**config.mk**
```make
export PLATFORM = sky130hd
export DESIGN_NAME = iomem_mem_bridge
export DESIGN_NICKNAME = d
export VERILOG_FILES = /design/src/rtl/iomem_mem_bridge_pkg.sv /design/src/rtl/iomem_mem_bridge_byte_merge.sv /design/src/rtl/iomem_mem_bridge.sv
export SDC_FILE = /design/constraint.sdc
export NUM_CORES = 1
export LEC_CHECK = 0
export CAP_MARGIN = 20
export CORE_MARGIN = 2
export CORE_UTILIZATION = 49
export DETAILED_ROUTE_END_ITERATION = 12
export PLACE_DENSITY_LB_ADDON = 0.1
export SYNTH_ARGS = -nofsm -noshare
export SYNTH_HDL_FRONTEND = slang
export SYNTH_SLANG_ARGS = --single-unit
export TNS_END_PERCENT = 5
```
**constraint.sdc**
```tcl
create_clock -name clk_i -period 2.6 [get_ports clk_i]
set_clock_uncertainty 0.05 [all_clocks]
set_input_delay 0.52 -clock clk_i [delete_from_list [all_inputs] [get_ports clk_i]]
set_output_delay 0.52 -clock clk_i [all_outputs]
set_load 0.01 [all_outputs]
```
**src/rtl/iomem_mem_bridge_pkg.sv**
```systemverilog
// Shared types and constants for the iomem-to-word-memory bridge.
package iomem_bridge_pkg;

    typedef enum logic [2:0] {
        ST_IDLE  = 3'd0,
        ST_CMD   = 3'd1,
        ST_CAPT  = 3'd2,
        ST_WB    = 3'd3,
        ST_DELAY = 3'd4,
        ST_RESP  = 3'd5
    } state_t;

    localparam logic [3:0] WSTRB_READ = 4'h0;
    localparam logic [3:0] WSTRB_FULL = 4'hF;

    // Wait-state counter covers LATENCY 0..255.
    localparam int CNT_W = $clog2(256);
    typedef logic [CNT_W-1:0] cnt_t;

endpackage

```
**src/rtl/iomem_mem_bridge_byte_merge.sv**
```systemverilog
// Combinational byte merge for read-modify-write: byte i comes from the
// new word when wstrb[i] is set, otherwise from the old memory word.
module iomem_byte_merge
    import iomem_bridge_pkg::*;
(
    input  logic [31:0] old_word_i,
    input  logic [31:0] new_word_i,
    input  logic [3:0]  wstrb_i,
    output logic [31:0] merged_o
);

    // Select each byte lane independently from old or new data.
    always_comb begin
        merged_o = old_word_i;
        for (int i = 0; i < 4; i++) begin
            if (wstrb_i[i]) begin
                merged_o[8*i +: 8] = new_word_i[8*i +: 8];
            end else begin
                merged_o[8*i +: 8] = old_word_i[8*i +: 8];
            end
        end
    end

endmodule

```
**src/rtl/iomem_mem_bridge.sv**
```systemverilog
// iomem bus responder in front of a single-port word memory. Serves reads,
// full-word writes, and partial writes via read-modify-write, then pulses
// iomem_ready_o after LATENCY extra wait cycles.
// Optional feature: define IOMEM_BRIDGE_RANGE_CHECK_EN to reject accesses
// outside [BASE_ADDR, BASE_ADDR + 4*MEM_DEPTH) with no memory command,
// ERR_DATA as read data and a sticky err_o.
module iomem_mem_bridge
    import iomem_bridge_pkg::*;
#(
    parameter logic [31:0] BASE_ADDR = 32'h4000_0000,
    parameter logic [31:0] MEM_DEPTH = 32'h0000_1000,
    parameter int unsigned LATENCY   = 0,
    parameter logic [31:0] ERR_DATA  = 32'hDEAD_BEEF
) (
    input  logic        clk_i,
    input  logic        rst_i,
    input  logic        iomem_valid_i,
    input  logic [3:0]  iomem_wstrb_i,
    input  logic [31:0] iomem_addr_i,
    input  logic [31:0] iomem_wdata_i,
    output logic        iomem_ready_o,
    output logic [31:0] iomem_rdata_o,
    output logic        mem_cmd_valid_o,
    output logic        mem_wr_en_o,
    output logic [31:0] mem_addr_o,
    output logic [31:0] mem_wdata_o,
    input  logic [31:0] mem_rdata_i,
    output logic        err_o
);

`ifdef IOMEM_BRIDGE_RANGE_CHECK_EN
    localparam logic CHECK_EN = 1'b1;
`else
    localparam logic CHECK_EN = 1'b0;
`endif

    // 34-bit window bounds so BASE_ADDR + 4*MEM_DEPTH cannot wrap.
    localparam logic [33:0] WIN_LO  = {2'b00, BASE_ADDR};
    localparam logic [33:0] WIN_HI  = WIN_LO + {MEM_DEPTH, 2'b00};
    localparam cnt_t        LAT_CNT = cnt_t'(LATENCY);
    // After the memory work is done: wait states first, or straight to ready.
    localparam state_t      POST_ST = (LATENCY == 32'd0) ? ST_RESP : ST_DELAY;

    state_t      state_q, state_d;
    cnt_t        cnt_q, cnt_d;
    logic [31:0] addr_q, addr_d;
    logic [31:0] wdata_q, wdata_d;
    logic [3:0]  wstrb_q, wstrb_d;
    logic        ok_q, ok_d;
    logic [31:0] rdata_q, rdata_d;
    logic        ready_q, ready_d;
    logic [31:0] resp_data_q, resp_data_d;
    logic        cmd_valid_q, cmd_valid_d;
    logic        wr_en_q, wr_en_d;
    logic [31:0] mem_addr_q, mem_addr_d;
    logic [31:0] mem_wdata_q, mem_wdata_d;
    logic        err_q, err_d;
    logic        in_range_s;
    logic        access_ok_s;
    logic [31:0] merged_s;

    assign in_range_s  = ({2'b00, iomem_addr_i} >= WIN_LO) && ({2'b00, iomem_addr_i} < WIN_HI);
    assign access_ok_s = in_range_s | ~CHECK_EN;

    iomem_byte_merge u_merge (
        .old_word_i (mem_rdata_i),
        .new_word_i (wdata_q),
        .wstrb_i    (wstrb_q),
        .merged_o   (merged_s)
    );

    // State register and registered outputs, synchronous active-high reset.
    always_ff @(posedge clk_i) begin
        if (rst_i) begin
            state_q     <= ST_IDLE;
            cnt_q       <= {CNT_W{1'b0}};
            addr_q      <= 32'h0;
            wdata_q     <= 32'h0;
            wstrb_q     <= WSTRB_READ;
            ok_q        <= 1'b0;
            rdata_q     <= 32'h0;
            ready_q     <= 1'b0;
            resp_data_q <= 32'h0;
            cmd_valid_q <= 1'b0;
            wr_en_q     <= 1'b0;
            mem_addr_q  <= 32'h0;
            mem_wdata_q <= 32'h0;
            err_q       <= 1'b0;
        end else begin
            state_q     <= state_d;
            cnt_q       <= cnt_d;
            addr_q      <= addr_d;
            wdata_q     <= wdata_d;
            wstrb_q     <= wstrb_d;
            ok_q        <= ok_d;
            rdata_q     <= rdata_d;
            ready_q     <= ready_d;
            resp_data_q <= resp_data_d;
            cmd_valid_q <= cmd_valid_d;
            wr_en_q     <= wr_en_d;
            mem_addr_q  <= mem_addr_d;
            mem_wdata_q <= mem_wdata_d;
            err_q       <= err_d;
        end
    end

    // Next-state logic; memory commands are prepared one cycle ahead so they
    // appear registered during CMD and WB.
    always_comb begin
        state_d     = state_q;
        cnt_d       = cnt_q;
        addr_d      = addr_q;
        wdata_d     = wdata_q;
        wstrb_d     = wstrb_q;
        ok_d        = ok_q;
        rdata_d     = rdata_q;
        err_d       = err_q;
        cmd_valid_d = 1'b0;
        wr_en_d     = 1'b0;
        mem_addr_d  = mem_addr_q;
        mem_wdata_d = mem_wdata_q;

        case (state_q)
            ST_IDLE: begin
                if (iomem_valid_i) begin
                    addr_d  = {iomem_addr_i[31:2], 2'b00};
                    wdata_d = iomem_wdata_i;
                    wstrb_d = iomem_wstrb_i;
                    ok_d    = access_ok_s;
                    state_d = ST_CMD;
                    if (access_ok_s) begin
                        cmd_valid_d = 1'b1;
                        wr_en_d     = (iomem_wstrb_i == WSTRB_FULL);
                        mem_addr_d  = {iomem_addr_i[31:2], 2'b00};
                        mem_wdata_d = iomem_wdata_i;
                    end else begin
                        cmd_valid_d = 1'b0;
                    end
                end else begin
                    state_d = ST_IDLE;
                end
            end
            ST_CMD: begin
                if (!ok_q) begin
                    err_d   = 1'b1;
                    rdata_d = (wstrb_q == WSTRB_READ) ? ERR_DATA : 32'h0;
                    state_d = POST_ST;
                    cnt_d   = LAT_CNT;
                end else if (wstrb_q == WSTRB_FULL) begin
                    state_d = POST_ST;
                    cnt_d   = LAT_CNT;
                end else begin
                    state_d = ST_CAPT;
                end
            end
            ST_CAPT: begin
                if (wstrb_q == WSTRB_READ) begin
                    rdata_d = mem_rdata_i;
                    state_d = POST_ST;
                    cnt_d   = LAT_CNT;
                end else begin
                    rdata_d     = merged_s;
                    state_d     = ST_WB;
                    cmd_valid_d = 1'b1;
                    wr_en_d     = 1'b1;
                    mem_addr_d  = addr_q;
                    mem_wdata_d = merged_s;
                end
            end
            ST_WB: begin
                state_d = POST_ST;
                cnt_d   = LAT_CNT;
            end
            ST_DELAY: begin
                if (cnt_q <= cnt_t'(1)) begin
                    state_d = ST_RESP;
                    cnt_d   = {CNT_W{1'b0}};
                end else begin
                    cnt_d   = cnt_q - cnt_t'(1);
                end
            end
            ST_RESP: begin
                state_d = ST_IDLE;
            end
            default: begin
                state_d = ST_IDLE;
            end
        endcase

        ready_d     = (state_d == ST_RESP);
        resp_data_d = ((state_d == ST_RESP) && (wstrb_q == WSTRB_READ)) ? rdata_d : 32'h0;
    end

    assign iomem_ready_o   = ready_q;
    assign iomem_rdata_o   = resp_data_q;
    assign mem_cmd_valid_o = cmd_valid_q;
    assign mem_wr_en_o     = wr_en_q;
    assign mem_addr_o      = mem_addr_q;
    assign mem_wdata_o     = mem_wdata_q;
    assign err_o           = err_q;

endmodule

```
==> flow_metrics.env, run 1 <==
export IMPL_status="finished, final reports clean"
export IMPL_wl_met3_um=1460
export IMPL_overflow=0
export IMPL_fin_cells=1383
export IMPL_top_layer_used="met4"
export IMPL_cts_tree="built"
export IMPL_synth_most_common_cell="nand2_1"
export IMPL_reg2reg_from="wstrb_q[1]"
export IMPL_crit_path_cell_trace="or4_4 -> nor3_2 -> nor3_1 -> buf_4 -> or3_1 -> nor3_1"
export IMPL_netlist_top_cell_by_area="dfxtp_1"
export IMPL_postPlaceCellArea_um2=10200
export IMPL_die_width_um=132
export IMPL_slew_limit_headroom=0.449
export IMPL_worstPathRequired_ns=2.97
export IMPL_post_drt_wl_per_cell_um=15.7
export IMPL_async_reset_ff_frac=0
export IMPL_synth_ff_type="dfxtp_1"
export IMPL_ios=203
export IMPL_routed_wl_um=21700
export IMPL_p_leak_nw=4.10
export IMPL_postCtsSetupRepairBufs=0
export IMPL_regToRegSetupSlack_ns=0.28
export IMPL_hold_buffers=0
export IMPL_ys_seq_area_frac=0.520
export IMPL_path_class="flop to flop"
export IMPL_worst_path_max_fanout=13
export IMPL_power_density_nw_per_um2=1040
export IMPL_diodes=0
export IMPL_post_cts_resize_count=0
export IMPL_synth_top_area_share=0.520
export IMPL_final_area_um2=11100
export IMPL_met1_length_um=9340
export IMPL_dp_cells=1341
export IMPL_synthAdderAreaFrac=0.00312
export IMPL_routed_via_density=5.29
export IMPL_grt_pass1_vias=6931
export IMPL_setup_viol=0
export IMPL_die_h_um=132
export IMPL_core_area_um2=15900
export IMPL_avgSynthCellArea_um2=8.14
export IMPL_wl_met2_um=10300
export IMPL_grt_pass1_wl_um=35000
export IMPL_die_area_um2=17400
export IMPL_vias=7311
export IMPL_fillCellCount=1347
export IMPL_hpwl_um=13300
export IMPL_drv_slew=0
export IMPL_drt_iter0_drc=353
export IMPL_first_pass_iters=5
export IMPL_arrival_ns=2.69
export IMPL_final_hold_viol_count=0
export IMPL_crit_end="iomem_rdata_o[12]"
export IMPL_crit_slowest_cell="or4_4"
export IMPL_numPortBuffers=198
export IMPL_cts_made_buffers=23
export IMPL_synth_simple_area_share=0.225
export IMPL_total_power_mw=11.5
export IMPL_hp_class="flop to flop"
export IMPL_cpMostUsedCell="nor3_1"
export IMPL_fin_crit_ns=2.32
export IMPL_postSynthCellCount=985
export IMPL_start_util=0.503
export IMPL_clkTransAtPathRegs_ns=0.06
export IMPL_cp_startpoint="wstrb_q[1]"
export IMPL_rr_endpoint="iomem_rdata_o[12]"
export IMPL_synth_compound_area_frac=0.164
export IMPL_ant_nets=0
export IMPL_cap_violations=0
export IMPL_htree_levels=1
export IMPL_rsz0062_at_grt="false"
export IMPL_ys_warn_count=0
export IMPL_critPathLaunchType="flop"
export IMPL_finalCritPeriodShare=0.891
export IMPL_muxShareOfSynthArea=0.0412
export IMPL_cp_end_kind="flop"
export IMPL_grt_max_degree=125
export IMPL_synthDistinctLibCells=42
export IMPL_ys_ff_latch=208
export IMPL_worst_pin_slew_ns=0.826
export IMPL_tns_ns=0
export IMPL_gr_usage_all_layers=0.243
export IMPL_cts_max_path_buffers=3
export IMPL_cts_num_sinks=208
export IMPL_place_congestion=0.793
export IMPL_netlist_area_um2=8020
export IMPL_synth_xor_area_frac=0.00109
export IMPL_synth_top_family_by_area="simple AND/OR/NAND/NOR gates"
export IMPL_ir_worst_vdd_mv=0.570
export IMPL_drc_errors=0
export IMPL_area_delta_synth_final_pct=38.3
export IMPL_synth_common_cells="nand2_1, dfxtp_1, nor2_1"
export IMPL_layout_drive_gt1_share=0.0660
export IMPL_reg2reg_depth=6
export IMPL_synth_edf_count=0
export IMPL_synth_area_top_cells="dfxtp_1, nand2_1, a21oi_1, nor2_1, mux2i_1"
export IMPL_fin_hold_ws_ns=0.397
export IMPL_fmax_mhz=432
export IMPL_clock_latency_ns=0.51
export IMPL_antenna_found_initial=0
export IMPL_max_stage_delay_ns=0.66
export IMPL_num_rows=46
export IMPL_cts_root_buf="clkbuf_16"
export IMPL_nNetsFinal=1255
==> worst min-delay path by stage <==
stage | startpoint | to | cells after the start
global route | rst_i | iomem_rdata_o[0] | 3
detailed placement | mem_wdata_o[12] | mem_wdata_o[12] | 2
CTS | rst_i | iomem_rdata_o[0] | 3
global placement | mem_wdata_o[12] | mem_wdata_o[12] | 2
floorplan | wdata_q[0] | wdata_q[0] | 2
finish | mem_wdata_o[7] | mem_wdata_o[7] | 2
==> cells in the final DEF, fill, tap and decap left out, types with 28 or more instances in the layout <==
cell type and instances:
o21ai_0 34, a211oi_1 28, nor2_1 133, mux2i_1 33, a311oi_1 32, dfxtp_1 208, clkdlybuf4s50_1 197, nand2_1 230
and2_1 32, a21oi_1 114
==> flip-flops by register name, indices dropped and copies added (netlist names), 3 cells and up <==
name	cells
wstrb_q	4
rdata_q	32
cnt_q	8
mem_addr_o	30
mem_wdata_o	32
state_q	3
addr_q	30
iomem_rdata_o	32
wdata_q	32
==> final cells by class <==
class,instances,area [um2],area share
inverters,8,30.0,0.00271
clock buffers,30,642,0.0579
clock inverters,12,219,0.0197
repair buffers,220,2220,0.201
flip-flops and latches,208,4160,0.376
multi-input cells,689,3540,0.319
well taps,216,270,0.0244
==> where the power goes <==
group / leakage, nW / total (mW) / internal (mW) / switching (mW)
clock network: 0.417 / 3.65 / 2.34 / 1.31
registers: 1.70 / 4.23 / 3.86 / 0.363
logic: 1.98 / 3.63 / 1.56 / 2.07
total: 4.10 / 11.5 / 7.76 / 3.74
==> metal layers <==
| metal | up-vias | GRT usage |
|---|---|---|
| met5 | - | 0 |
| met4 | 0 | 0.0803 |
| met3 | 45 | 0.0619 |
| met2 | 194 | 0.405 |
| met1 | 3432 | 0.309 |
| li1 | 3640 | - |
==> logic make-up (layout without fill, tap and decap cells) <==
group / count (synthesis) / after routing
other cells: 1 / 2
xor+xnor: 1 / 1
fa+ha+maj: 2 / 2
mux: 33 / 33
flops: 208 / 208
simple gates: 432 / 432
compound gates: 219 / 219
buf+inv: 89 / 270
==> critical path: cells and delay by family, from the launching register on <==
family / cells / cell delay [ns]
and+or+nand+nor: 5 / 1.64
DFF: 1 / 0.36
buffers and inverters: 1 / 0.18
==> metrics by stage <==
step | setup WS, ns | util
global placement | 0.171 | 0.641
floorplan | 0.579 | -
CTS | 0.268 | 0.695
detailed placement | 0.176 | 0.641
finish | 0.283 | 0.695
global route | 0.0537 | 0.695
Note: power is estimated with default switching activity, not from simulation.
==> inputs of run 2 (changes only) <==
--- a/config.mk
+++ b/config.mk
@@ -6,6 +6,7 @@
 export NUM_CORES = 1
 export LEC_CHECK = 0
 export CAP_MARGIN = 20
+export CORE_ASPECT_RATIO = 1.5
 export CORE_MARGIN = 2
 export CORE_UTILIZATION = 49
 export DETAILED_ROUTE_END_ITERATION = 12
==> run 2 against run 1 <==
Flip-flop and latch count did not move. Final area fell by 1.6%. Clock power fell by 14%. Maximum frequency rose by 2.7%. Die area rose by 0.12%. Wire length fell by 0.77%. Core utilization fell by 1.8 points. Via count barely moved. Critical path depth did not move. Highest routed layer unchanged.
==> flow_metrics.env, run 2 (synthesis gave the netlist of run 1 again) <==
export IMPL_cp_end_kind="flop"
export IMPL_reg2reg_from="cnt_q[4]"
export IMPL_cp_startpoint="cnt_q[4]"
export IMPL_arrival_ns=2.60
export IMPL_clock_latency_ns=0.49
export IMPL_start_util=0.497
export IMPL_place_congestion=0.803
export IMPL_ios=203
export IMPL_path_class="flop to flop"
export IMPL_htree_levels=1
export IMPL_fillCellCount=1416
export IMPL_hpwl_um=13400
export IMPL_cts_num_sinks=208
export IMPL_p_leak_nw=4.02
export IMPL_post_drt_wl_per_cell_um=15.7
export IMPL_grt_pass1_wl_um=34200
export IMPL_routed_via_density=5.34
export IMPL_grt_pass1_vias=6833
export IMPL_drt_iter0_drc=466
export IMPL_pwr_share_clk=0.288
export IMPL_nNetsFinal=1254
export IMPL_combPwrFrac=0.330
export IMPL_vias=7316
export IMPL_rsz0062_at_grt="false"
export IMPL_grt_max_degree=161
export IMPL_critPathLaunchType="flop"
export IMPL_final_hold_viol_count=0
export IMPL_numPortBuffers=198
export IMPL_reg2reg_depth=6
export IMPL_cap_violations=0
export IMPL_post_cts_resize_count=0
export IMPL_overflow=0
export IMPL_area_delta_synth_final_pct=36.2
export IMPL_layout_drive_gt1_share=0.0610
export IMPL_worst_path_max_fanout=9
export IMPL_postLayoutCoreUtil=0.677
export IMPL_postCtsSetupRepairBufs=0
export IMPL_p_int_mw=7.34
export IMPL_crit_end="iomem_rdata_o[12]"
export IMPL_p_sw_mw=3.62
export IMPL_die_width_um=108
export IMPL_die_area_um2=17400
export IMPL_rr_endpoint="iomem_rdata_o[12]"
export IMPL_tns_ns=0
export IMPL_fmax_mhz=443
export IMPL_p_sw_frac=0.330
export IMPL_power_density_nw_per_um2=1010
export IMPL_cts_made_buffers=20
export IMPL_routed_wl_um=21500
export IMPL_hold_buffers=0
export IMPL_ir_worst_vdd_mv=0.691
export IMPL_layout_cells_most_common_list="nand2_1, dfxtp_1, clkdlybuf4s50_1, nor2_1, a21oi_1"
export IMPL_worstPathRequired_ns=2.94
export IMPL_seqPwrFrac=0.382
export IMPL_hp_class="input pin to flop"
export IMPL_antenna_found_initial=1
export IMPL_drc_errors=0
export IMPL_core_area_um2=16100
export IMPL_first_pass_iters=5
export IMPL_worst_pin_slew_ns=0.712
export IMPL_cts_max_path_buffers=3
export IMPL_cts_tree="built"
export IMPL_ant_nets=0
export IMPL_clkTransAtPathRegs_ns=0.07
export IMPL_fin_crit_ns=2.26
export IMPL_cts_root_buf="clkbuf_16"
export IMPL_regToRegSetupSlack_ns=0.34
export IMPL_finalCritPeriodShare=0.868
export IMPL_layout_cells_most_common="nand2_1"
export IMPL_setup_viol=0
export IMPL_num_rows=57
export IMPL_die_h_um=161
export IMPL_status="finished, final reports clean"
export IMPL_slew_limit_headroom=0.526
export IMPL_drv_slew=0
export IMPL_gr_usage_all_layers=0.241
run 2: cell count changes in the layout (fill, tap and decap cells not counted):
cell and delta:
buf_12 -2, buf_2 +1, buf_4 +4, buf_6 -1, bufinv_16 -2, clkbuf_1 +2, clkbuf_16 -2, clkbuf_8 -2
clkinvlp_4 -1, diode_2 +1, inv_6 -1
run 2: how the worst min path moves through the flow:
stage	to	depth (start not counted)	from
2_1_floorplan	wdata_q[0]	2	wdata_q[0]
3_3_place_gp	mem_wdata_o[20]	2	mem_wdata_o[20]
3_5_place_dp	mem_wdata_o[27]	2	mem_wdata_o[27]
4_1_cts	rdata_q[4]	2	rst_i
5_1_grt	rdata_q[4]	2	rst_i
6_report	rdata_q[3]	2	rst_i
run 2: stage by stage:
step | worst slack, ns | std cells | power (mW) | hold WS (ns) | area (um2)
floorplan | 0.579 | 986 | 6.36 | 0.386 | 8020
global placement | 0.102 | 1332 | 7.82 | 0.387 | 10200
detailed placement | 0.0317 | 1332 | 7.89 | 0.392 | 10200
CTS | 0.125 | 1368 | 11.1 | 0.324 | 10900
global route | 0.273 | 1370 | 11.6 | 0.330 | 10900
finish | 0.343 | 1370 | 11.0 | 0.334 | 10900
run 2: layout make-up:
cell class              count  area (um2)  share of cell area
multi-input cells         689        3540               0.324
well taps                 206         258              0.0236
inverters                   8        30.0             0.00275
diodes                      1        2.50            0.000229
clock buffers              28         572              0.0524
flip-flops and latches    208        4160               0.382
repair buffers            222        2210               0.202
clock inverters             8         143              0.0131
run 2: worst max-delay path: stages, from the launching register on:
cell and delay, ns:
dfxtp_1 0.36, or3_4 0.41, nor4_2 0.27, a211oi_1 0.14, buf_4 0.16, or3_1 0.53
nor3_1 0.24
run 2: power groups by stage:
stage	clock, mW	combinational [mW]	sequential [mW]
2_1_floorplan	0	2.03	4.33
3_3_place_gp	0	3.58	4.24
3_5_place_dp	0	3.62	4.26
4_1_cts	3.21	3.65	4.20
5_1_grt	3.34	4.01	4.28
6_report	3.15	3.62	4.20
run 2: layer usage:
metal	vias up	track usage	routed length [um]
li1	3635	-	-
met1	3412	0.295	8600
met2	235	0.423	10900
met3	34	0.0511	1540
met4	0	0.0676	458
met5	-	0	0
